`src/rtl/up_down_count_decoder.sv`:
```
`default_nettype none
// ============================================================================
// Module      : up_down_count_decoder
// Description : Observes a 2-bit up/down counter bus. It decodes each sampled
//               transition into an up step, a down step, a hold or an illegal
//               jump, and tracks position, direction and error statistics.
// Revision    : 1.0 - initial release
// ============================================================================
module up_down_count_decoder #(
    parameter int POS_W = 8,
    parameter int ERR_W = 4
) (
    input  logic             clk,
    input  logic             reset,
    input  logic [1:0]       q_in,
    input  logic             q_valid,
    input  logic             clear,
    output logic             up_pulse,
    output logic             down_pulse,
    output logic             dir,
    output logic [POS_W-1:0] pos,
    output logic             err_pulse,
    output logic             err_sticky,
    output logic [ERR_W-1:0] err_count,
    output logic             locked
);

    localparam logic [POS_W-1:0] c_pos_one = 1;
    localparam logic [ERR_W-1:0] c_err_one = 1;
    localparam logic [ERR_W-1:0] c_err_max = {ERR_W{1'b1}};

    typedef enum logic [0:0] {
        ST_UNLOCKED = 1'b0,
        ST_LOCKED   = 1'b1
    } state_t;

    state_t             state_q,      state_d;
    logic [1:0]         q_ref_q,      q_ref_d;
    logic [POS_W-1:0]   pos_q,        pos_d;
    logic [ERR_W-1:0]   err_count_q,  err_count_d;
    logic               dir_q,        dir_d;
    logic               up_pulse_q,   up_pulse_d;
    logic               down_pulse_q, down_pulse_d;
    logic               err_pulse_q,  err_pulse_d;
    logic               err_sticky_q, err_sticky_d;
    logic               locked_q,     locked_d;

    // Two-bit subtraction wraps naturally, giving the step distance mod 4.
    logic [1:0] w_delta;
    assign w_delta = q_in - q_ref_q;

    always_comb begin
        state_d      = state_q;
        q_ref_d      = q_ref_q;
        pos_d        = pos_q;
        err_count_d  = err_count_q;
        dir_d        = dir_q;
        err_sticky_d = err_sticky_q;
        locked_d     = locked_q;
        up_pulse_d   = 1'b0;
        down_pulse_d = 1'b0;
        err_pulse_d  = 1'b0;

        if (clear) begin
            pos_d        = '0;
            err_count_d  = '0;
            err_sticky_d = 1'b0;
            locked_d     = 1'b0;
            state_d      = ST_UNLOCKED;
        end else if (q_valid) begin
            q_ref_d = q_in;
            case (state_q)
                ST_UNLOCKED: begin
                    locked_d = 1'b1;
                    state_d  = ST_LOCKED;
                end
                ST_LOCKED: begin
                    case (w_delta)
                        2'd1: begin
                            up_pulse_d = 1'b1;
                            pos_d      = pos_q + c_pos_one;
                            dir_d      = 1'b1;
                        end
                        2'd3: begin
                            down_pulse_d = 1'b1;
                            pos_d        = pos_q - c_pos_one;
                            dir_d        = 1'b0;
                        end
                        2'd2: begin
                            err_pulse_d  = 1'b1;
                            err_sticky_d = 1'b1;
                            if (err_count_q != c_err_max) begin
                                err_count_d = err_count_q + c_err_one;
                            end
                        end
                        default: ;
                    endcase
                end
                default: state_d = ST_UNLOCKED;
            endcase
        end
    end

    always_ff @(posedge clk) begin
        if (reset) begin
            state_q      <= ST_UNLOCKED;
            q_ref_q      <= '0;
            pos_q        <= '0;
            err_count_q  <= '0;
            dir_q        <= 1'b0;
            up_pulse_q   <= 1'b0;
            down_pulse_q <= 1'b0;
            err_pulse_q  <= 1'b0;
            err_sticky_q <= 1'b0;
            locked_q     <= 1'b0;
        end else begin
            state_q      <= state_d;
            q_ref_q      <= q_ref_d;
            pos_q        <= pos_d;
            err_count_q  <= err_count_d;
            dir_q        <= dir_d;
            up_pulse_q   <= up_pulse_d;
            down_pulse_q <= down_pulse_d;
            err_pulse_q  <= err_pulse_d;
            err_sticky_q <= err_sticky_d;
            locked_q     <= locked_d;
        end
    end

    assign up_pulse   = up_pulse_q;
    assign down_pulse = down_pulse_q;
    assign err_pulse  = err_pulse_q;
    assign dir        = dir_q;
    assign pos        = pos_q;
    assign err_sticky = err_sticky_q;
    assign err_count  = err_count_q;
    assign locked     = locked_q;

endmodule
`default_nettype wire
```
`config.mk`:
```
export PLATFORM = sky130hd
export DESIGN_NAME = up_down_count_decoder
export DESIGN_NICKNAME = d
export VERILOG_FILES = /design/src/rtl/up_down_count_decoder.sv
export SDC_FILE = /design/constraint.sdc
export NUM_CORES = 1
export LEC_CHECK = 0
export ABC_AREA = 1
export CELL_PAD_IN_SITES_DETAIL_PLACEMENT = 0
export CELL_PAD_IN_SITES_GLOBAL_PLACEMENT = 1
export CORE_MARGIN = 1
export CORE_UTILIZATION = 32
export CTS_BUF_LIST = sky130_fd_sc_hd__clkbuf_8 sky130_fd_sc_hd__clkbuf_16
export DETAILED_ROUTE_END_ITERATION = 10
export PLACE_DENSITY_LB_ADDON = 0.1
export SYNTH_ARGS = -nofsm -noshare
export SYNTH_HDL_FRONTEND = slang
export SYNTH_SLANG_ARGS = --single-unit
```
`constraint.sdc`:
```
create_clock -name clk -period 2.6 [get_ports clk]
set_input_delay 0.65 -clock clk [delete_from_list [all_inputs] [get_ports clk]]
set_output_delay 0.65 -clock clk [all_outputs]
set_load 0.02 [all_outputs]
```
After elaboration in Yosys (flattened, before gate mapping)

Index checks and enable logic that the tools add are counted.

Equal/unequal tests: 4
Multiplexer cells: 5
Add/sub/neg operators: 4
Bitwise operators: 3
Reduce and logical (&&, ||, !) cells: 9

Operators by type and width:

| operator                                         | number |
|---|---|
| case mux 8 bit (2 select lines)                  | 1 |
| adder 8 x 1 -> 8 bit, second input constant      | 1 |
| AND reduction 4 bit                              | 2 |
| subtractor 8 x 1 -> 8 bit, second input constant | 1 |
| AND reduction 3 bit                              | 2 |
| adder 4 x 1 -> 4 bit, second input constant      | 1 |
| == test 2 bit, second input constant             | 2 |
| != test 4 bit, second input constant             | 1 |
| AND reduction 2 bit                              | 2 |
| OR reduction 4 bit                               | 1 |
| 2-to-1 mux 1 bit                                 | 3 |
| NOT 1 bit                                        | 3 |
| == test 2 x 1 -> 1 bit, second input constant    | 1 |
| case mux 1 bit (2 select lines)                  | 1 |
| nonzero test 2 bit                               | 1 |
| OR reduction 2 bit                               | 1 |
| subtractor 2 bit                                 | 1 |

Flip-flop bits (word level): 21
Bits of input ports: 6
Word-level logic and storage cells: 35

Depth between registers and ports, before layout

Depth after elaboration: 4
Gate-level depth with buffers: 17

Worst setup path before layout

Ideal clock, no wire load.

Path kind: input -> register
From: in q_in[0]
To: reg pos_q[6] (netlist: pos[6])
Required time: 2.491 ns
Data arrival time: 2.151 ns
Setup slack: 0.341 ns
Setup time: 0.109 ns
Cell stages on the path: 16
Path buffers: 0
Cells stage by stage: inv_1 ha_1 clkinv_1 nand3_4 nand2_2 nand2_1 inv_1 ha_1 inv_1 nand2_1 nand3_1 nand2_1 nand2_1 nand3_1 nand2_1 inv_1

Word-level cells in the longest chain between the ends: 4
Elaborated cells on any way between the ends: 6

Ends and longest elaborated chain:

| element                                                 | RTL line | source |
|---|---|---|
| start, declared                                         | 15       | `input logic [1:0] q_in,` |
| subtractor 2 bit *                                      | 50       | `assign w_delta = q_in - q_ref_q;` |
| == test 2 bit or == test 2 x 1 -> 1 bit (tied branches) | 78       | `case (w_delta)` |
| nonzero test 2 bit (no source line)                     | n/a      |  |
| AND reduction 3 bit (no source line)                    | n/a      |  |
| end signal, assigned                                    | 119      | `pos_q <= pos_d;` |
| end, declared                                           | 39       | `logic [POS_W-1:0] pos_q, pos_d;` |

Mark *: on every way between the ends. The rest lies on a longest branch, timed or not.
A chain may end at the register's enable or synchronous reset.

Worst setup path after layout

Ends and elaborated chain as after synthesis.

==> qor.yml <==
yosys:
  ys_seq_elements: 21
  synth_top_area_share_pct: 35.56
  syn_inst: 165
  yosysWarningCount: 0
  yosys.area.top_type: "dfxtp_1"
  avgSynthCellArea_sq_um: 7.166
  synth-seq-area-share_pct: 35.56
  synth_cell_type_count: 28
  syn_area_sq_um: 1182
  syn-num-nets: 174
  synth.area.top_cells: "dfxtp_1, inv_1, nand2_1"
detailed_routing:
  routedWlPerCell_um: 11.63
  via_per_inst: 4.821
  final_antenna_net_count: 0
  wl_um: 2931
  vias: 1215
  drt_iter0_markers: 47
  drc_errors: 0
  dr.pass1.iters: 4
die:
  ios: 24
  core_region_area_sq_um: 3442
  rows: 21
  dieArea_sq_um: 3942
  fp.dieH_um: 62.79
  die_x_um: 62.79
  start_util_pct: 34.35
layout:
  drive_gt1_share_pct: 17.96
  layout.cells.non_filler: 252
  fillers: 355
  multi_input_area_sq_um: 645.6
  diodes: 0
  nNetsFinal: 216
  regArea_sq_um: 420.4
  area_growth_pct: 38.62
cts:
  cts_tree: "done"
  ctsResizeCount: 0
  htree_levels: 1
  cts.sinks: 21
  clkLatencyLatePin_ns: 0.27
  holdBufCountCts: 0
  postCtsSetupBuffers: 0
  clkTransAtPathRegs_ns: 0.08
  cts_root_buffer: "clkbuf_8"
  clock_path_buffers: 2
  cts_buffers: 3
sta:
  maxSlewHeadroom_pct: 65.01
  rsz0062_at_grt: "false"
  hold_violations: 0
  clock_skew_ns: 0.003715
  period_share_pct: 90.76
  worst_slew_pin_slew_ns: 0.5180
  max_freq_mhz: 423.8
  period_needed_ns: 2.360
  setup_violations: 0
  maxSlewViolCount: 0
global_route:
  grt_pass1_wl_um: 5237
  grt-ovfl-total: 0
  first_global_vias: 1191
  antenna_found_initial: 0
  grt_usage_pct: 16.58
  grt_max_degree: 14
placement:
  portBuffers: 23
  routabilityCongestion: 0.8416
  dp_hpwl_um: 2343
  numPlacedInstances: 248
outcome:
  status: "finished, final reports clean"
power_and_ir_drop:
  leakage_nw: 0.6826
  vdd_drop_max_uv: 161.9
  finalPower_w: 0.0007089
  sw_frac_of_total_pct: 28.71
  p_per_area_nw_per_um2: 432.5
  pwr-share-seq_pct: 46.8
  clkPwrFrac_pct: 31.7
  power_switching_w: 0.0002036
  power.internal_w: 0.0005054
  pwr-share-comb_pct: 21.5
critical_path:
  cp_data_required_time_ns: 2.77
  arrival_ns: 2.53
  crit_fanout: 4
  startpoint_type: "primary input"
  crit_type: "primary input to flop"
  crit_path_end_kind: "flop"
flow_run:
  cap_violations: 0
hold_path:
  hold_path_class: "flop to flop"
==> synthesized netlist by cell type (all sizes together) <==
| cell | n |
|---|---|
| o41ai | 2 |
| xnor2 | 2 |
| nor2 | 14 |
| o21ai | 12 |
| nand4 | 6 |
| o31ai | 2 |
| clkbuf | 2 |
| ha | 3 |
| dfxtp | 21 |
| a211oi | 3 |
| o21bai | 1 |
| nor3 | 2 |
| inv | 30 |
| xor2 | 1 |
| nor4 | 1 |
| clkinv | 1 |
| nand3 | 11 |
| or2 | 1 |
| o21a | 1 |
| a21oi | 15 |
| nand2 | 34 |
==> layout make-up <==
cell class,instances,share of cell area (%)
clock buffers,3,2.519
clock inverters,1,0.4580
inverters,31,7.099
multi-input cells,111,39.39
flip-flops and latches,21,25.65
well taps,46,3.511
repair buffers,39,21.37
==> power groups by stage <==
stage | registers [W] | logic (W) | clock network, W
2_1_floorplan | 0.000342 | 0.0000816 | 0
3_3_place_gp | 0.000339 | 0.000149 | 0
3_5_place_dp | 0.000339 | 0.000151 | 0
4_1_cts | 0.000332 | 0.000152 | 0.000240
5_1_grt | 0.000333 | 0.000169 | 0.000249
6_report | 0.000332 | 0.000153 | 0.000225
==> flip-flops by register name, summed over array words and instances, names as in the netlist <==
register    count
err_pulse       1
up_pulse        1
state_q         1
down_pulse      1
err_sticky      1
pos             8
locked          1
err_count       4
dir             1
q_ref_q         2
==> final timing paths <==
check                           startpoint      to  slack [ns]  cells past startpoint
worst min register to register      locked  locked        0.47                      2
worst max-delay path               q_in[0]  pos[6]        0.24                     16
worst max register to register  q_ref_q[0]  pos[6]        0.82                     14
worst min-delay path                locked  locked        0.47                      2
==> kinds of logic after synthesis <==
family          after synthesis  synth area share (%)
xor+xnor                      3                 2.223
buf+inv                      33                 10.48
fa+ha+maj                     3                 3.175
compound gates               36                 18.31
flops                        21                 35.56
simple gates                 69                 30.27
==> layout by cell type (no fill, tap or decap), types with 2 or more instances in the layout <==
cell type / count
inv_1: 28
nand2_1: 27
clkdlybuf4s50_1: 23
dfxtp_1: 21
buf_4: 16
a21oi_1: 15
nor2_1: 13
o21ai_0: 11
nand3_1: 8
nand4_1: 6
nand2_2: 5
inv_2: 3
a211oi_1: 3
ha_1: 3
clkbuf_8: 3
nand2_4: 2
nand3_4: 2
xnor2_1: 2
o41ai_1: 2
==> worst max-delay path: stages <==
cell and delay [ns]:
clkdlybuf4s50_1 0.45, inv_1 0.05, ha_1 0.32, inv_2 0.11
nand4_1 0.14, nand2_1 0.09, inv_1 0.04, ha_1 0.16
inv_1 0.05, nand2_1 0.09, nand3_1 0.11, nand2_1 0.05
nand2_1 0.07, nand3_1 0.06, nand2_1 0.06, inv_1 0.03
==> per-layer routing <==
layer  GRT usage [%]  part of all wire (%)  vias up
met5               0                     0        -
met4           5.233                  0.99        0
met3           3.102                   3.7        4
met2           28.53                    47       22
met1           20.69                    48      562
li1                -                     -      627
==> through the flow <==
| stage | utilization, % | TNS [ns] | worst slack (ns) | cell area, sq um | hold WS, ns |
|---|---|---|---|---|---|
| floorplan | - | 0 | 0.3406 | 1182 | 0.4462 |
| global placement | 45.98 | -0.2202 | -0.1002 | 1583 | 0.4476 |
| detailed placement | 45.98 | -0.5927 | -0.1490 | 1583 | 0.4628 |
| CTS | 47.40 | 0 | 0.1380 | 1632 | 0.4845 |
| global route | 47.62 | 0 | 0.04687 | 1639 | 0.5096 |
| finish | 47.62 | 0 | 0.2402 | 1639 | 0.4737 |
No activity file was read; power rests on OpenSTA's default activity.
